--- src/rtl/csr_file.sv ---
// CSR storage with masked read-modify-write over a valid/ready request/response handshake.
// It also owns the hardware-updated mcycle counter and MIP.MTIP, and exports live CSR copies.
module csr_file #(
  parameter logic [63:0] HARTID       = 64'd0,
  parameter logic [4:0]  IDX_MIP      = 5'd2,
  parameter logic [4:0]  IDX_MHARTID  = 5'd4,
  parameter logic [4:0]  IDX_MCYCLE   = 5'd9,
  parameter logic [4:0]  IDX_MTIMECMP = 5'd23,
  parameter logic [4:0]  IDX_INVALID  = 5'd31
) (
  input  logic        clk,
  input  logic        reset_n,
  input  logic        req_valid,
  output logic        req_ready,
  input  logic [1:0]  req_op,
  input  logic [4:0]  req_idx,
  input  logic [63:0] req_mask,
  input  logic [63:0] req_wdata,
  output logic        rsp_valid,
  input  logic        rsp_ready,
  output logic [63:0] rsp_rdata,
  output logic        rsp_illegal,
  output logic [63:0] csr_mstatus,
  output logic [63:0] csr_mtvec,
  output logic [63:0] csr_satp,
  output logic        mtip
);

  localparam logic [1:0] ST_IDLE = 2'd0;
  localparam logic [1:0] ST_EXEC = 2'd1;
  localparam logic [1:0] ST_RESP = 2'd2;

  localparam logic [1:0] OP_READ  = 2'b00;
  localparam logic [1:0] OP_WRITE = 2'b01;
  localparam logic [1:0] OP_SET   = 2'b10;
  localparam logic [1:0] OP_CLEAR = 2'b11;

  logic [63:0] r_regs [0:31];
  logic [1:0]  r_state;
  logic        r_req_ready;
  logic        r_rsp_valid;
  logic [63:0] r_rsp_rdata;
  logic        r_rsp_illegal;
  logic [1:0]  r_op;
  logic [4:0]  r_idx;
  logic [63:0] r_mask;
  logic [63:0] r_wdata;

  logic [63:0] w_old;
  logic [63:0] w_operand;
  logic [63:0] w_merged;
  logic [63:0] w_new;
  logic        w_write_op;
  logic        w_illegal;
  logic        w_do_write;
  logic        w_mtip_next;

  assign w_mtip_next = (r_regs[IDX_MCYCLE] >= r_regs[IDX_MTIMECMP]);

  // Old value, operand, merged result and legality of the latched request
  always_comb begin
    w_old      = 64'd0;
    w_operand  = 64'd0;
    w_write_op = 1'b0;
    if (r_idx == IDX_MHARTID) begin
      w_old = HARTID;
    end else begin
      w_old = r_regs[r_idx];
    end
    case (r_op)
      OP_READ: begin
        w_operand  = w_old;
        w_write_op = 1'b0;
      end
      OP_WRITE: begin
        w_operand  = r_wdata;
        w_write_op = 1'b1;
      end
      OP_SET: begin
        w_operand  = w_old | r_wdata;
        w_write_op = (r_wdata != 64'd0);
      end
      OP_CLEAR: begin
        w_operand  = w_old & ~r_wdata;
        w_write_op = (r_wdata != 64'd0);
      end
      default: begin
        w_operand  = w_old;
        w_write_op = 1'b0;
      end
    endcase
    w_illegal  = (r_idx == IDX_INVALID) || (w_write_op && (r_idx == IDX_MHARTID));
    w_do_write = w_write_op && !w_illegal;
    w_merged   = (w_old & ~r_mask) | (w_operand & r_mask);
    // MTIP is hardware-owned: a software write never lands on bit 7
    w_new      = (r_idx == IDX_MIP) ? {w_merged[63:8], w_mtip_next, w_merged[6:0]} : w_merged;
  end

  // CSR storage: mcycle/MTIP hardware updates, overridden by a committed write
  always_ff @(posedge clk or negedge reset_n) begin
    if (!reset_n) begin
      for (int i = 0; i < 32; i++) begin
        r_regs[i] <= 64'd0;
      end
    end else begin
      r_regs[IDX_MCYCLE]  <= r_regs[IDX_MCYCLE] + 64'd1;
      r_regs[IDX_MIP][7]  <= w_mtip_next;
      if ((r_state == ST_EXEC) && w_do_write) begin
        r_regs[r_idx] <= w_new;
      end
    end
  end

  // Request/response FSM: IDLE accepts, EXEC commits and loads the response, RESP holds it
  always_ff @(posedge clk or negedge reset_n) begin
    if (!reset_n) begin
      r_state       <= ST_IDLE;
      r_req_ready   <= 1'b1;
      r_rsp_valid   <= 1'b0;
      r_rsp_rdata   <= 64'd0;
      r_rsp_illegal <= 1'b0;
      r_op          <= 2'd0;
      r_idx         <= 5'd0;
      r_mask        <= 64'd0;
      r_wdata       <= 64'd0;
    end else begin
      case (r_state)
        ST_IDLE: begin
          if (req_valid) begin
            r_op        <= req_op;
            r_idx       <= req_idx;
            r_mask      <= req_mask;
            r_wdata     <= req_wdata;
            r_req_ready <= 1'b0;
            r_state     <= ST_EXEC;
          end
        end
        ST_EXEC: begin
          r_rsp_rdata   <= w_illegal ? 64'd0 : (w_old & r_mask);
          r_rsp_illegal <= w_illegal;
          r_rsp_valid   <= 1'b1;
          r_state       <= ST_RESP;
        end
        ST_RESP: begin
          if (rsp_ready) begin
            r_rsp_valid <= 1'b0;
            r_req_ready <= 1'b1;
            r_state     <= ST_IDLE;
          end
        end
        default: begin
          r_rsp_valid <= 1'b0;
          r_req_ready <= 1'b1;
          r_state     <= ST_IDLE;
        end
      endcase
    end
  end

  assign req_ready   = r_req_ready;
  assign rsp_valid   = r_rsp_valid;
  assign rsp_rdata   = r_rsp_rdata;
  assign rsp_illegal = r_rsp_illegal;
  assign csr_mstatus = r_regs[0];
  assign csr_mtvec   = r_regs[3];
  assign csr_satp    = r_regs[7];
  assign mtip        = r_regs[IDX_MIP][7];

endmodule

--- config.mk ---
export PLATFORM = sky130hd
export DESIGN_NAME = csr_file
export DESIGN_NICKNAME = d
export VERILOG_FILES = /design/src/rtl/csr_file.sv
export SDC_FILE = /design/constraint.sdc
export NUM_CORES = 2
export LEC_CHECK = 0
export CORE_UTILIZATION = 50
export CTS_CLUSTER_SIZE = 30
export DETAILED_ROUTE_END_ITERATION = 8
export GPL_ROUTABILITY_DRIVEN = 0
export PLACE_DENSITY = 0.67
export SLEW_MARGIN = 5
export SYNTH_ARGS = -nofsm -noshare
export SYNTH_HDL_FRONTEND = slang
export SYNTH_SLANG_ARGS = --single-unit
--- constraint.sdc ---
create_clock -name clk -period 3.7 [get_ports clk]
set_clock_uncertainty 0.1 [all_clocks]
set_input_delay 0.74 -clock clk [delete_from_list [all_inputs] [get_ports clk]]
set_output_delay 0.74 -clock clk [all_outputs]
set_load 0.01 [all_outputs]
==> flow_summary.toml <==
[run_status]
outcome = "finished, final reports clean"

[cts]
cts_max_level = 4
root_buffer = "clkbuf_16"
path_clk_slew_ps = 60
clock_sinks = 2252
cts_tree = "built"
numCtsBuffers = 228
clockBufferDepth = 3
insertion_delay_ps = 890

[die]
dieHeight_um = 458.7
io_pins = 399
start_util = 0.5035
num_rows = 167
die_w_um = 458.7
dieArea_mm2 = 0.2104
core_area_mm2 = 0.2071

[route]
first_pass_iters = 6
vias = 79640
drt_wl_total_um = 361400
wire_per_inst_um = 27.62
drt_iter0_markers = 8631
drtAntennaViolNets = 0
vias_per_cell = 6.088
drc = 0

[worst_setup_path]
reg2regPathDepth = 9
reg2reg_to = "r_regs[1239]$_DFFE_PN0P_"
crit_family = "simple AND/OR/NAND/NOR gates"
critPathCaptureType = "flip-flop"
worst-path-max-fanout = 56
worstPathRequired_ps = 4330
slowest_stage = "dfrtp_1"
start_kind = "flip-flop"
regToRegStartpoint = "r_wdata[16]$_DFFE_PN0P_"
path_buf_inv = 4
worst_ep_arrival_time_ps = 4220
slowest_delay_ps = 550
critPathKind = "reg2reg"
crit_chain = "buf_4, nor4_1, nand3_1, or4b_1, buf_4, buf_12, o21ai_4, buf_12, o21ai_0"
rrSetupSlack_ps = 110

[power]
power.total_mw = 94.80
power_density_mw_per_mm2 = 776.1
p_leak_nw = 53.64
vdd_drop_max_v = 0.0006256

[placement]
place_area_mm2 = 0.1145
preCtsSetupSlack_ps = -88.23
port_buffers = 398
dp_hpwl_um = 243700

[sta]
setup-tns-final_ps = 0
tightest_slew_ps = 1284
slew_headroom = 0.1440
fin_crit_sh = 0.9713
holdWs_ps = 276.4
finalSetupViolations = 0
hold_violations = 0
clock.fmax_mhz = 278.3
period_needed_ps = 3594
rsz0062_at_grt = "false"
slew_violations = 0
setup_ws_ps = 106.2

[layout]
drive_gt1_frac = 0.1211
area_delta_synth_final_pct = 17.14
fin_area_mm2 = 0.1221
regArea_mm2 = 0.05637
nFillCells = 16930
multi_input_area_mm2 = 0.04072
fin_nets = 10310

[global_routing]
grt_pass1_wl_um = 531900
grt_pass1_vias = 79280
grt_overflow = 0
antenna_found_initial = 5
grt_max_degree = 137
track_usage = 0.3408

[logic_synthesis]
postSynthCellCount = 10060
syn_area_per_cell_um2 = 10.36
ys_types = 65
ys.flop_type = "dfrtp_1"
post-synth-top-count-cell = "dfrtp_1"
ys_ff_latch = 2252
synthArstFlopShare = 1.000
yosysTopAreaCell = "dfrtp_1"
synth_top_area_share = 0.5402
syn_nets = 10260
synth.yosys.seq_area_share = 0.5405
synthTopCellsByArea = "dfrtp_1, mux2i_1, o21ai_0, nand2_1, o22ai_1"
synth-edff-count = 0
synthTopCellsByCount = "dfrtp_1, mux2i_1, nand2_1"
synth_area_mm2 = 0.1043
ys_warn_count = 0

[worst_hold_path]
min_to = "r_regs[52]$_DFFE_PN0P_"
hold_path.class = "reg2reg"
worstHoldPathCells = 0
hp-start = "r_regs[52]$_DFFE_PN0P_"

[run]
cap_violations = 0
## layer usage
metal	track usage	vias to the layer above	wire length, um
met3	0.06536	1023	29680
met4	0.2183	4	26900
met5	0	-	26
li1	-	34680	-
met1	0.4344	40030	139700
met2	0.5333	3904	165100
## cells in the final DEF, fill, tap and decap left out, types with 65 or more instances in the layout
cell,netlist,layout
dfrtp_1,2251,2248
buf_12,0,268
clkbuf_16,0,229
clkdlybuf4s50_1,0,397
mux2_2,147,147
inv_1,517,517
buf_4,232,351
o31ai_1,128,128
nor4_1,163,157
o22ai_1,504,504
nor2_1,103,100
o21ai_0,1408,1405
clkbuf_1,578,68
mux2i_1,1512,1512
nand2_1,1440,1440
ha_1,65,65
## cells by family after synthesis
family,synth area share
compound gates,0.1270
flops,0.5405
simple gates,0.08065
buf+inv,0.07647
mux,0.1619
xor+xnor,0.005712
fa+ha+maj,0.007800
## final cells by class
| class | instances | area share |
|---|---|---|
| diodes | 1 | 0.00002049 |
| repair buffers | 1018 | 0.09834 |
| clock inverters | 72 | 0.007222 |
| flip-flops and latches | 2252 | 0.4615 |
| multi-input cells | 6084 | 0.3334 |
| clock buffers | 351 | 0.05509 |
| well taps | 2788 | 0.02856 |
| inverters | 517 | 0.01589 |
## registers in the layout (all words and copies together), names as in the netlist
name	flops
r_wdata	64
r_idx	5
r_op	2
req_ready	1
r_mask	64
r_state	2
csr_mstatus	64
r_regs	1855
rsp_rdata	64
csr_satp	64
mtip	1
rsp_illegal	1
csr_mtvec	64
rsp_valid	1
## metrics by stage
step	util	instances
floorplan	-	10060
global placement	0.5529	12660
detailed placement	0.5529	12660
CTS	0.5898	13080
global route	0.5899	13080
finish	0.5899	13080
## how the worst max path moves through the flow
stage | to | cells after the start | slack [ps] | start
2_1_floorplan | r_regs[1655]$_DFFE_PN0P_ | 12 | 950 | r_idx[1]$_DFFE_PN0P_
3_3_place_gp | mtip$_DFF_PN0_ | 10 | 6 | r_regs[513]$_DFFE_PN0P_
3_5_place_dp | mtip$_DFF_PN0_ | 10 | -90 | r_regs[513]$_DFFE_PN0P_
4_1_cts | r_regs[310]$_DFFE_PN0P_ | 8 | 80 | r_wdata[21]$_DFFE_PN0P_
5_1_grt | r_regs[1910]$_DFFE_PN0P_ | 8 | 8 | r_idx[1]$_DFFE_PN0P_
6_report | r_regs[1239]$_DFFE_PN0P_ | 9 | 110 | r_wdata[16]$_DFFE_PN0P_
## power breakdown
part | leakage, nW | switching (mW) | internal (mW)
Clock | 3.75 | 10.2 | 13.4
Sequential | 31.0 | 5.40 | 30.6
Combinational | 18.9 | 21.6 | 13.6
Total | 53.6 | 37.1 | 57.7
## timing repair
action / CTS / global route
pin swaps: 0 / 0
endpoints found under the hold margin: 39 / 0
setup buffers: 0 / 0
gates resized for setup: 2 / 3
setup endpoints to repair: 4 / 9
hold buffers: 1 / 0
## worst reg2reg max path: stages, from the launching register on
cell     delay (ps)
dfrtp_1         550
buf_4           260
nor4_1          530
nand3_1         210
or4b_1          530
buf_4           190
buf_12          170
o21ai_4         320
buf_12          370
o21ai_0         210
No activity file was read; power rests on OpenSTA's default activity.
